<file path="src/rtl/fact_sequencer_if.sv">
// fact_sequencer_if: groups the three handshakes of the factorial request
// sequencer.
//   req_*  : request in (valid/ready, operand n)
//   fact_* : engine side (go pulse and operand out; done/error/product in)
//   rsp_*  : response out (valid/ready, product/error/timeout)
// The slave modport is the sequencer's view. The master modport is the
// surrounding environment's view: the front-end, the engine and the consumer.
interface fact_sequencer_if;
  logic        req_valid;
  logic        req_ready;
  logic [31:0] req_n;

  logic        fact_go;
  logic [31:0] fact_n;
  logic        fact_done;
  logic        fact_error;
  logic [31:0] fact_product;

  logic        rsp_valid;
  logic        rsp_ready;
  logic [31:0] rsp_product;
  logic        rsp_error;
  logic        rsp_timeout;

  modport slave (
    input  req_valid, req_n, fact_done, fact_error, fact_product, rsp_ready,
    output req_ready, fact_go, fact_n, rsp_valid, rsp_product, rsp_error, rsp_timeout
  );

  modport master (
    output req_valid, req_n, fact_done, fact_error, fact_product, rsp_ready,
    input  req_ready, fact_go, fact_n, rsp_valid, rsp_product, rsp_error, rsp_timeout
  );
endinterface

</file>
<file path="src/rtl/fact_sequencer.sv">
// fact_sequencer: buffers factorial requests in a DEPTH-entry FIFO. It issues
// them one at a time to the factorial engine, and returns each result on a
// valid/ready response port.
// Operands above 12 are rejected locally without starting the engine. An
// engine that does not finish within TIMEOUT cycles of the go pulse produces
// a timeout response.
// Ports:
//   clk        rising-edge clock
//   reset      asynchronous, active-low reset
//   bus        fact_sequencer_if.slave (request, engine and response handshakes)
//   busy       FSM not idle, or requests still queued
//   rsp_count  number of completed response handshakes (wraps)
module fact_sequencer #(
  parameter int DEPTH   = 4,
  parameter int TIMEOUT = 64
) (
  input  logic                  clk,
  input  logic                  reset,
  fact_sequencer_if.slave       bus,
  output logic                  busy,
  output logic [15:0]           rsp_count
);
  localparam int AW = $clog2(DEPTH);
  localparam int TW = $clog2(TIMEOUT) + 1;
  localparam logic [AW:0]   FULL    = (AW+1)'(DEPTH);
  localparam logic [TW-1:0] TMO_END = TW'(TIMEOUT - 1);

  typedef enum logic [2:0] {IDLE, GO, WAIT_CLR, WAIT, RESP} state_t;
  typedef struct packed {
    logic [31:0] product;
    logic        error;
    logic        timeout;
  } rsp_t;

  state_t                 state, state_nxt;
  rsp_t                   rsp, rsp_nxt;
  logic [DEPTH-1:0][31:0] mem;
  logic [AW-1:0]          wr_ptr, rd_ptr;
  logic [AW:0]            count;
  logic [TW-1:0]          tmo_cnt;
  logic [31:0]            head;
  logic                   push, pop, load_n, tmo_hit, fin;

  assign bus.req_ready = (count != FULL);
  assign push          = bus.req_valid && bus.req_ready;
  assign pop           = (state == IDLE) && (count != '0);
  assign head          = mem[rd_ptr];
  assign busy          = (state != IDLE) || (count != '0);
  assign fin           = bus.fact_done || bus.fact_error;

  // Timeout fires on the cycle the counter would step onto TIMEOUT-1. This
  // puts rsp_valid exactly TIMEOUT cycles after the go pulse.
  assign tmo_hit = (tmo_cnt + TW'(1)) == TMO_END;

  assign bus.rsp_product = rsp.product;
  assign bus.rsp_error   = rsp.error;
  assign bus.rsp_timeout = rsp.timeout;

  always_comb begin
    state_nxt = state;
    rsp_nxt   = rsp;
    load_n    = 1'b0;
    unique case (state)
      IDLE: if (count != '0) begin
        if (head > 32'd12) begin
          rsp_nxt.product = '0;
          rsp_nxt.error   = 1'b1;
          rsp_nxt.timeout = 1'b0;
          state_nxt       = RESP;
        end else begin
          load_n    = 1'b1;
          state_nxt = GO;
        end
      end
      GO: state_nxt = WAIT_CLR;
      // Flags still high here belong to the previous operation. Only a
      // timeout can end this state early.
      WAIT_CLR: if (tmo_hit) begin
        rsp_nxt.product = '0;
        rsp_nxt.error   = 1'b0;
        rsp_nxt.timeout = 1'b1;
        state_nxt       = RESP;
      end else if (!fin) begin
        state_nxt = WAIT;
      end
      // Completion is tested first, so it wins over a same-cycle timeout.
      WAIT: if (fin) begin
        rsp_nxt.product = bus.fact_error ? 32'd0 : bus.fact_product;
        rsp_nxt.error   = bus.fact_error;
        rsp_nxt.timeout = 1'b0;
        state_nxt       = RESP;
      end else if (tmo_hit) begin
        rsp_nxt.product = '0;
        rsp_nxt.error   = 1'b0;
        rsp_nxt.timeout = 1'b1;
        state_nxt       = RESP;
      end
      RESP: if (bus.rsp_ready) state_nxt = IDLE;
      default: state_nxt = IDLE;
    endcase
  end

  // FIFO storage needs no reset: the count alone says which entries are live.
  always_ff @(posedge clk) begin
    if (push) mem[wr_ptr] <= bus.req_n;
  end

  always_ff @(posedge clk or negedge reset) begin
    if (!reset) begin
      state       <= IDLE;
      rsp         <= '0;
      wr_ptr      <= '0;
      rd_ptr      <= '0;
      count       <= '0;
      tmo_cnt     <= '0;
      bus.fact_go <= 1'b0;
      bus.fact_n  <= '0;
      bus.rsp_valid <= 1'b0;
      rsp_count   <= '0;
    end else begin
      state         <= state_nxt;
      rsp           <= rsp_nxt;
      bus.fact_go   <= (state_nxt == GO);
      bus.rsp_valid <= (state_nxt == RESP);
      if (load_n) bus.fact_n <= head;
      if (push) wr_ptr <= wr_ptr + AW'(1);
      if (pop)  rd_ptr <= rd_ptr + AW'(1);
      case ({push, pop})
        2'b10:   count <= count + (AW+1)'(1);
        2'b01:   count <= count - (AW+1)'(1);
        default: count <= count;
      endcase
      if (state == GO)
        tmo_cnt <= '0;
      else if (state == WAIT_CLR || state == WAIT)
        tmo_cnt <= tmo_cnt + TW'(1);
      if (state == RESP && bus.rsp_ready) rsp_count <= rsp_count + 16'd1;
    end
  end
endmodule

</file>
<file path="src/flat_wrapper.sv">
// flat-port wrapper written by rule: the top's interface ports become plain ports
module fact_sequencer_flat 
#(
  parameter int DEPTH   = 4,
  parameter int TIMEOUT = 64
)
  (clk, reset, busy, rsp_count, bus_req_valid, bus_req_n, bus_fact_done, bus_fact_error, bus_fact_product, bus_rsp_ready, bus_req_ready, bus_fact_go, bus_fact_n, bus_rsp_valid, bus_rsp_product, bus_rsp_error, bus_rsp_timeout);
  fact_sequencer_if bus_i ();
  input  logic clk;
  input  logic reset;
  output logic busy;
  output logic [15:0] rsp_count;
  input wire logic [$bits(bus_i.req_valid)-1:0] bus_req_valid;
  input wire logic [$bits(bus_i.req_n)-1:0] bus_req_n;
  input wire logic [$bits(bus_i.fact_done)-1:0] bus_fact_done;
  input wire logic [$bits(bus_i.fact_error)-1:0] bus_fact_error;
  input wire logic [$bits(bus_i.fact_product)-1:0] bus_fact_product;
  input wire logic [$bits(bus_i.rsp_ready)-1:0] bus_rsp_ready;
  output wire logic [$bits(bus_i.req_ready)-1:0] bus_req_ready;
  output wire logic [$bits(bus_i.fact_go)-1:0] bus_fact_go;
  output wire logic [$bits(bus_i.fact_n)-1:0] bus_fact_n;
  output wire logic [$bits(bus_i.rsp_valid)-1:0] bus_rsp_valid;
  output wire logic [$bits(bus_i.rsp_product)-1:0] bus_rsp_product;
  output wire logic [$bits(bus_i.rsp_error)-1:0] bus_rsp_error;
  output wire logic [$bits(bus_i.rsp_timeout)-1:0] bus_rsp_timeout;
  assign bus_i.req_valid = bus_req_valid;
  assign bus_i.req_n = bus_req_n;
  assign bus_i.fact_done = bus_fact_done;
  assign bus_i.fact_error = bus_fact_error;
  assign bus_i.fact_product = bus_fact_product;
  assign bus_i.rsp_ready = bus_rsp_ready;
  assign bus_req_ready = bus_i.req_ready;
  assign bus_fact_go = bus_i.fact_go;
  assign bus_fact_n = bus_i.fact_n;
  assign bus_rsp_valid = bus_i.rsp_valid;
  assign bus_rsp_product = bus_i.rsp_product;
  assign bus_rsp_error = bus_i.rsp_error;
  assign bus_rsp_timeout = bus_i.rsp_timeout;
  fact_sequencer #(.DEPTH(DEPTH), .TIMEOUT(TIMEOUT)) u_core (.clk(clk), .reset(reset), .bus(bus_i), .busy(busy), .rsp_count(rsp_count));
endmodule
</file>
<file path="config.mk">
export PLATFORM = sky130hd
export DESIGN_NAME = fact_sequencer_flat
export DESIGN_NICKNAME = d
export VERILOG_FILES = /design/src/rtl/fact_sequencer_if.sv /design/src/rtl/fact_sequencer.sv /design/src/flat_wrapper.sv
export SDC_FILE = /design/constraint.sdc
export NUM_CORES = 1
export LEC_CHECK = 0
export BUFFER_PORTS_ARGS = -buffer_cell sky130_fd_sc_hd__clkbuf_2
export CAP_MARGIN = 15
export CORE_UTILIZATION = 25
export CTS_CLUSTER_DIAMETER = 200
export CTS_CLUSTER_SIZE = 25
export DETAILED_ROUTE_END_ITERATION = 16
export HOLD_SLACK_MARGIN = 0.05
export PLACE_DENSITY_LB_ADDON = 0.2
export SLEW_MARGIN = 10
export SYNTH_ARGS = -nofsm -noshare
export SYNTH_HDL_FRONTEND = slang
export SYNTH_SLANG_ARGS = --single-unit
</file>
<file path="constraint.sdc">
create_clock -name clk -period 3.32 [get_ports clk]
set_input_delay 0.83 -clock clk [delete_from_list [all_inputs] [get_ports clk]]
set_output_delay 0.83 -clock clk [all_outputs]
set_load 0.01 [all_outputs]
</file>
# Word level (Yosys, flattened, before mapping)
# Cells that the tools add are included.
word_totals:
  wordCells: 77
  ff_bits: 229
  out_inout_bits: 86
  inputBits: 70
op_classes:
  magnitude_cmp: 4
  n_eq_ne: 12
  n_reduce_logical: 14
  addsub: 6
  mux: 25
op_table:
  columns: ["cell", "n"]
  rows:
  - ["two-way mux 34 bit", 4]
  - ["bitwise mux 128 bit", 1]
  - ["one-hot mux 34 bit (3 select lines)", 1]
  - ["two-way mux 32 bit", 3]
  - ["binary-select mux 32 bit (select 2 bit)", 1]
  - ["demux 32 bit (select 2 bit)", 1]
  - ["greater-than comparator 32 x 4 -> 1 bit (second input constant)", 1]
  - ["two-way mux 3 bit", 7]
  - ["adder 16 x 1 -> 16 bit (second input constant)", 1]
  - ["one-hot mux 3 bit (5 select lines)", 1]
  - ["two-way mux 7 bit", 2]
  - ["nonzero test 3 bit", 3]
  - ["adder 7 x 1 -> 7 bit (second input constant)", 1]
  - ["equality test 7 x 6 -> 1 bit (second input constant)", 1]
  - ["equality test 3 x 1 -> 1 bit (second input constant)", 2]
  - ["equality test 3 x 2 -> 1 bit (second input constant)", 2]
  - ["equality test 3 bit (second input constant)", 2]
  - ["< comparator 2 x 3 -> 1 bit (second input constant)", 2]
  - ["one-hot mux 3 bit (2 select lines)", 1]
  - ["adder 2 x 1 -> 2 bit (second input constant)", 2]
  - ["logical AND 1 bit", 4]
  - ["!= test 2 bit (second input constant)", 2]
  - ["nonzero test 2 bit", 2]
  - ["adder 3 x 1 -> 3 bit (second input constant)", 1]
  - ["other kinds (9)", 13]

# Depth between registers and ports, before layout
depth:
  word_depth: 7
  depth_mapped: 10
  mapped_depth_nobuf: 10

# Worst setup path before layout
# Ideal clock, no wire load.
synth_path:
  path_kind: "in2reg"
  startpoint: "in bus_rsp_ready"
  endpoint: "reg u_core.rsp_count[13]"
  arrival_time_ns: 2.200
  setup_ns: 0.125
  path_stages: 5
  path_slack_ns: 0.995
  n_path_buf: 0
  cell_sequence: "nor4bb_1 nand4_1 nor3_1 nand3_1 xnor2_1"
synth_via:
  elab_chain_cells: 1
synth_rtl:
  columns: ["item", "line_no", "text"]
  rows:
  - ["start, declared", "flat_wrapper.sv:18", "input wire logic [$bits(bus_i.rsp_ready)-1:0] bus_rsp_ready;"]
  - ["logical AND 1 bit", "fact_sequencer.sv:137", "if (state == RESP && bus.rsp_ready) rsp_count <= rsp_count + 16'd1;"]
  - ["end signal, assigned", "fact_sequencer.sv:137", null]
  - ["end, declared", "fact_sequencer.sv:21", "output logic [15:0] rsp_count"]
# No other way between the ends.
# A chain may end at the register's enable or synchronous reset.

# Final worst setup path
layout_path:
  startpoint: "reg u_core.rd_ptr[0]"
  endpoint: "reg u_core.bus.rsp_valid"
layout_via:
  elab_chain_cells: 7
layout_rtl:
  columns: ["item", "line_no", "text"]
  rows:
  - ["start, declared", "fact_sequencer.sv:38", "logic [AW-1:0] wr_ptr, rd_ptr;"]
  - ["start signal, assigned", "fact_sequencer.sv:127", "if (pop) rd_ptr <= rd_ptr + AW'(1);"]
  - ["binary-select mux 32 bit (select 2 bit)", "fact_sequencer.sv:47", "assign head = mem[rd_ptr];"]
  - ["two-way mux 32 bit (not written as such)", "fact_sequencer.sv:47", null]
  - ["greater-than comparator 32 x 4 -> 1 bit", "fact_sequencer.sv:65", "if (head > 32'd12) begin"]
  - ["two-way mux 3 bit", "fact_sequencer.sv:65", null]
  - ["two-way mux 3 bit", "fact_sequencer.sv:64", "IDLE: if (count != '0) begin"]
  - ["one-hot mux 3 bit (5 select lines)", "fact_sequencer.sv:63", "unique case (state)"]
  - ["equality test 3 bit", "fact_sequencer.sv:124", "bus.rsp_valid <= (state_nxt == RESP);"]
  - ["end signal, assigned", "fact_sequencer.sv:124", null]
  - ["end, declared", "fact_sequencer_if.sv:27", "output req_ready, fact_go, fact_n, rsp_valid, rsp_product, rsp_error, rsp_timeout"]
# No other way between the ends. The select of a mux whose other input is x is not followed.

==> results.json <==
{
  "required_time_of_the_worst_setup_path_ns": 3.68,
  "worst-r2r-cell-count": 6,
  "drtIter0Drc": 295,
  "clock_tree.buffer_depth": 3,
  "report.final.slew_viol_count": 0,
  "post_cts_resized": 0,
  "synth_ff_type": "edfxtp_1",
  "synth-async-reset-ratio_pct": 44.1,
  "final.period_utilization_pct": 79.6,
  "most_repeated_cell_in_the_gate_level_netlist_after_synthesis": "edfxtp_1",
  "clock_sink_count": 229,
  "max-vdd-ir-drop_mv": 0.323,
  "finalNetCount": 846,
  "seq_area_um2": 6370,
  "die-area_um2": 35300,
  "syn_to_layout_area_delta_pct": 20.0,
  "die_height_um": 188,
  "maxClockFrequency_ghz": 0.378,
  "yosys_warnings": 0,
  "synthDominantCellAreaShare_pct": 44.5,
  "top_signal_layer_used": "met4",
  "fill_cells": 3408,
  "hold_viol_final": 0,
  "final_core_util_pct": 30.7,
  "gp_congestion": 0.748,
  "ioPinCount": 156,
  "cts.clk_slew.worst_paths_ns": 0.10,
  "start_util_pct": 25.6,
  "drt_drc_violations_left": 0,
  "layout.cells.non_filler": 1220,
  "totalNegativeSetupSlack_ns": 0,
  "max-slew-margin-rel_pct": 40.5,
  "first_pass_iters": 4,
  "power.density_nw_per_um2": 603,
  "htreeDepth": 1,
  "drive_above_1_share_pct": 25.5,
  "combinational_group_share_of_total_power_pct": 14.8,
  "setup_viol": 0,
  "detailroute.wirelength.met3_mm": 1.17,
  "synth_seq_area_share_pct": 73.8,
  "synth_commonest_cells": "edfxtp_1 (128), dfrtp_1 (101), nand2_1 (89)",
  "fin_ws_ns": 0.677,
  "cp.depth": 6,
  "diodes": 0,
  "crit_path_top_delay_cell": "dfrtp_1",
  "max_cap_violations": 0,
  "critPathTopFamily": "simple AND/OR/NAND/NOR gates",
  "switching_share_pct": 27.3,
  "regToRegStartpoint": "u_core.rd_ptr[0]",
  "wirelength_met1_mm": 8.88,
  "synthesis.instances": 606,
  "pwr-share-seq_pct": 58.2,
  "worst_setup_path_startpoint": "u_core.rd_ptr[0]",
  "wire_length_of_the_first_global_routing_pass_mm": 29.4,
  "post_synth_edffs": 128,
  "critical_path.n_buffers_inverters": 0,
  "reg2reg_to": "u_core.bus.rsp_valid",
  "finClkSkew_ns": 0.0177,
  "critical_path_class": "reg2reg",
  "antenna_found_initial": 0,
  "p_int_mw": 4.54,
  "post-layout-total-power_mw": 6.25,
  "vias_in_the_first_global_route": 5156,
  "pin_count_of_the_biggest_net_entering_global_routing": 47,
  "power.static_leakage_nw": 4.16,
  "wl_per_cell_um": 15.1,
  "r2r_slack_ns": 0.68,
  "dr_total_vias": 5049,
  "synth_seq_cells": 229,
  "wl_mm": 18.5,
  "cts.hold.buffers_added": 0,
  "core_um2": 33800,
  "p_switching_mw": 1.71,
  "synth_fp_nets": 685,
  "worst-endpoint-arrival_ns": 3.01,
  "crit_path_max_fanout": 35,
  "route.met2.wl_mm": 8.05,
  "postPlaceCellArea_um2": 9980,
  "slowest_delay_ns": 0.60,
  "cts_inserted_buffers": 13,
  "dp.final_hpwl_mm": 12.6,
  "synthTopCellsByArea": "edfxtp_1 (45%), dfrtp_1 (29%), nand2_1 (3.9%)",
  "hold_ws_ns": 0.354,
  "clock_tree_from_tritoncts": "yes",
  "insertion_delay_ns": 0.49,
  "yosysUniqueCellTypes": 40,
  "min_period_ns": 2.64,
  "portBuffers": 155,
  "synthesis.area_per_instance_um2": 14.3,
  "post_cts_buffers": 0,
  "detail_route.vias_per_cell": 4.14,
  "groute.usage.overall_pct": 10.5,
  "final_cell_area_um2": 10400,
  "grt_overflow": 0,
  "floorplan.die.width_um": 188,
  "worst-slew-pin-transition_ns": 0.881,
  "outcome": "finished clean",
  "end_kind": "flop",
  "synthDominantAreaCellType": "edfxtp_1",
  "worstSetupEndpoint": "u_core.bus.rsp_valid",
  "mappedNetlistArea_um2": 8640,
  "grt_setup_unrepaired": "no",
  "final_antenna_net_count": 0,
  "place.detailed.instances": 1200,
  "clock_tree.root_cell": "clkbuf_16",
  "worst_setup_path_start_kind": "flop",
  "power_frac_clock_pct": 27.0,
  "post-place-ws_ns": 0.637,
  "min-delay-path-class": "in2async",
  "number_of_rows_in_the_core_area": 67,
  "cp_cell_sequence": "mux4_2 -> o211a_1 -> a41oi_2 -> o41ai_1 -> and2_4 -> or3_1",
  "multi_input_area_um2": 2000
}
kinds of logic (layout without fill, tap and decap cells):
group / after synthesis / in the layout / share of synthesized area (%)
multiplexers: 11 / 11 / 1.93
AND/OR/NAND/NOR: 217 / 217 / 12.5
AO/OA/AOI/OAI: 54 / 54 / 4.96
buffers and inverters: 63 / 229 / 3.07
flip-flops: 229 / 229 / 73.8
XOR/XNOR: 23 / 23 / 2.33
adder cells (fa/ha/maj): 9 / 9 / 1.39
worst register-to-register path, stage by stage, from the launching register on:
cell and delay (ns):
dfrtp_1 0.60, mux4_2 0.57, o211a_1 0.26, a41oi_2 0.15, o41ai_1 0.18, and2_4 0.34
or3_1 0.42
how the worst min path moves through the flow:
stage | from | endpoint | slack, ns
after floorplan | u_core.count[2] | u_core.count[2] | 0.46
after global placement | u_core.rsp_count[15] | u_core.rsp_count[15] | 0.46
after detailed placement | u_core.rsp_count[15] | u_core.rsp_count[15] | 0.48
after CTS | reset | u_core.rsp_count[1] | 0.36
after global routing | reset | u_core.bus.fact_n[12] | 0.39
final | reset | u_core.bus.fact_n[12] | 0.35
area by class of cell:
type	count	area share, %
inverters	41	1.49
multi-input cells	314	19.3
repair buffers	168	8.57
flip-flops and latches	229	61.5
clock inverters	2	0.374
clock buffers	18	3.32
well taps	448	5.41
state kept, by name, summed over array words and instances, names as in the netlist, 2 cells and up:
register,cells
u_core.mem,128
u_core.bus.fact_n,32
u_core.bus.rsp_product,32
u_core.rsp_count,16
u_core.tmo_cnt,7
u_core.count,3
u_core.state,3
u_core.rd_ptr,2
u_core.wr_ptr,2
power by group through the flow:
stage               Sequential (mW)  Clock, mW  Combinational [mW]
finish                         3.64       1.69               0.926
global route                   3.68       1.85                1.06
CTS                            3.64       1.78               0.961
detailed placement             3.70          0               0.960
global placement               3.70          0               0.953
floorplan                      3.64          0               0.664
cell usage in the layout, fill, tap and decap left out, drive strengths merged, types with 3 or more instances in the layout:
master,count
a21oi,4
and2,4
and3,9
buf,14
clkbuf,172
dfrtp,101
edfxtp,128
ha,8
inv,42
mux2,5
mux4,4
nand2,89
nand2b,3
nand3,13
nand4,6
nor2,19
nor2b,31
nor3,8
nor4,29
o21ai,9
o221ai,32
xnor2,14
xor2,9
routing by layer:
metal / vias up / track usage (%)
met2: 146 / 16.3
met1: 2398 / 14.6
met5: - / 0
li1: 2485 / -
met4: 0 / 2.56
met3: 20 / 2.79
Power figures use the tool's default switching activity.
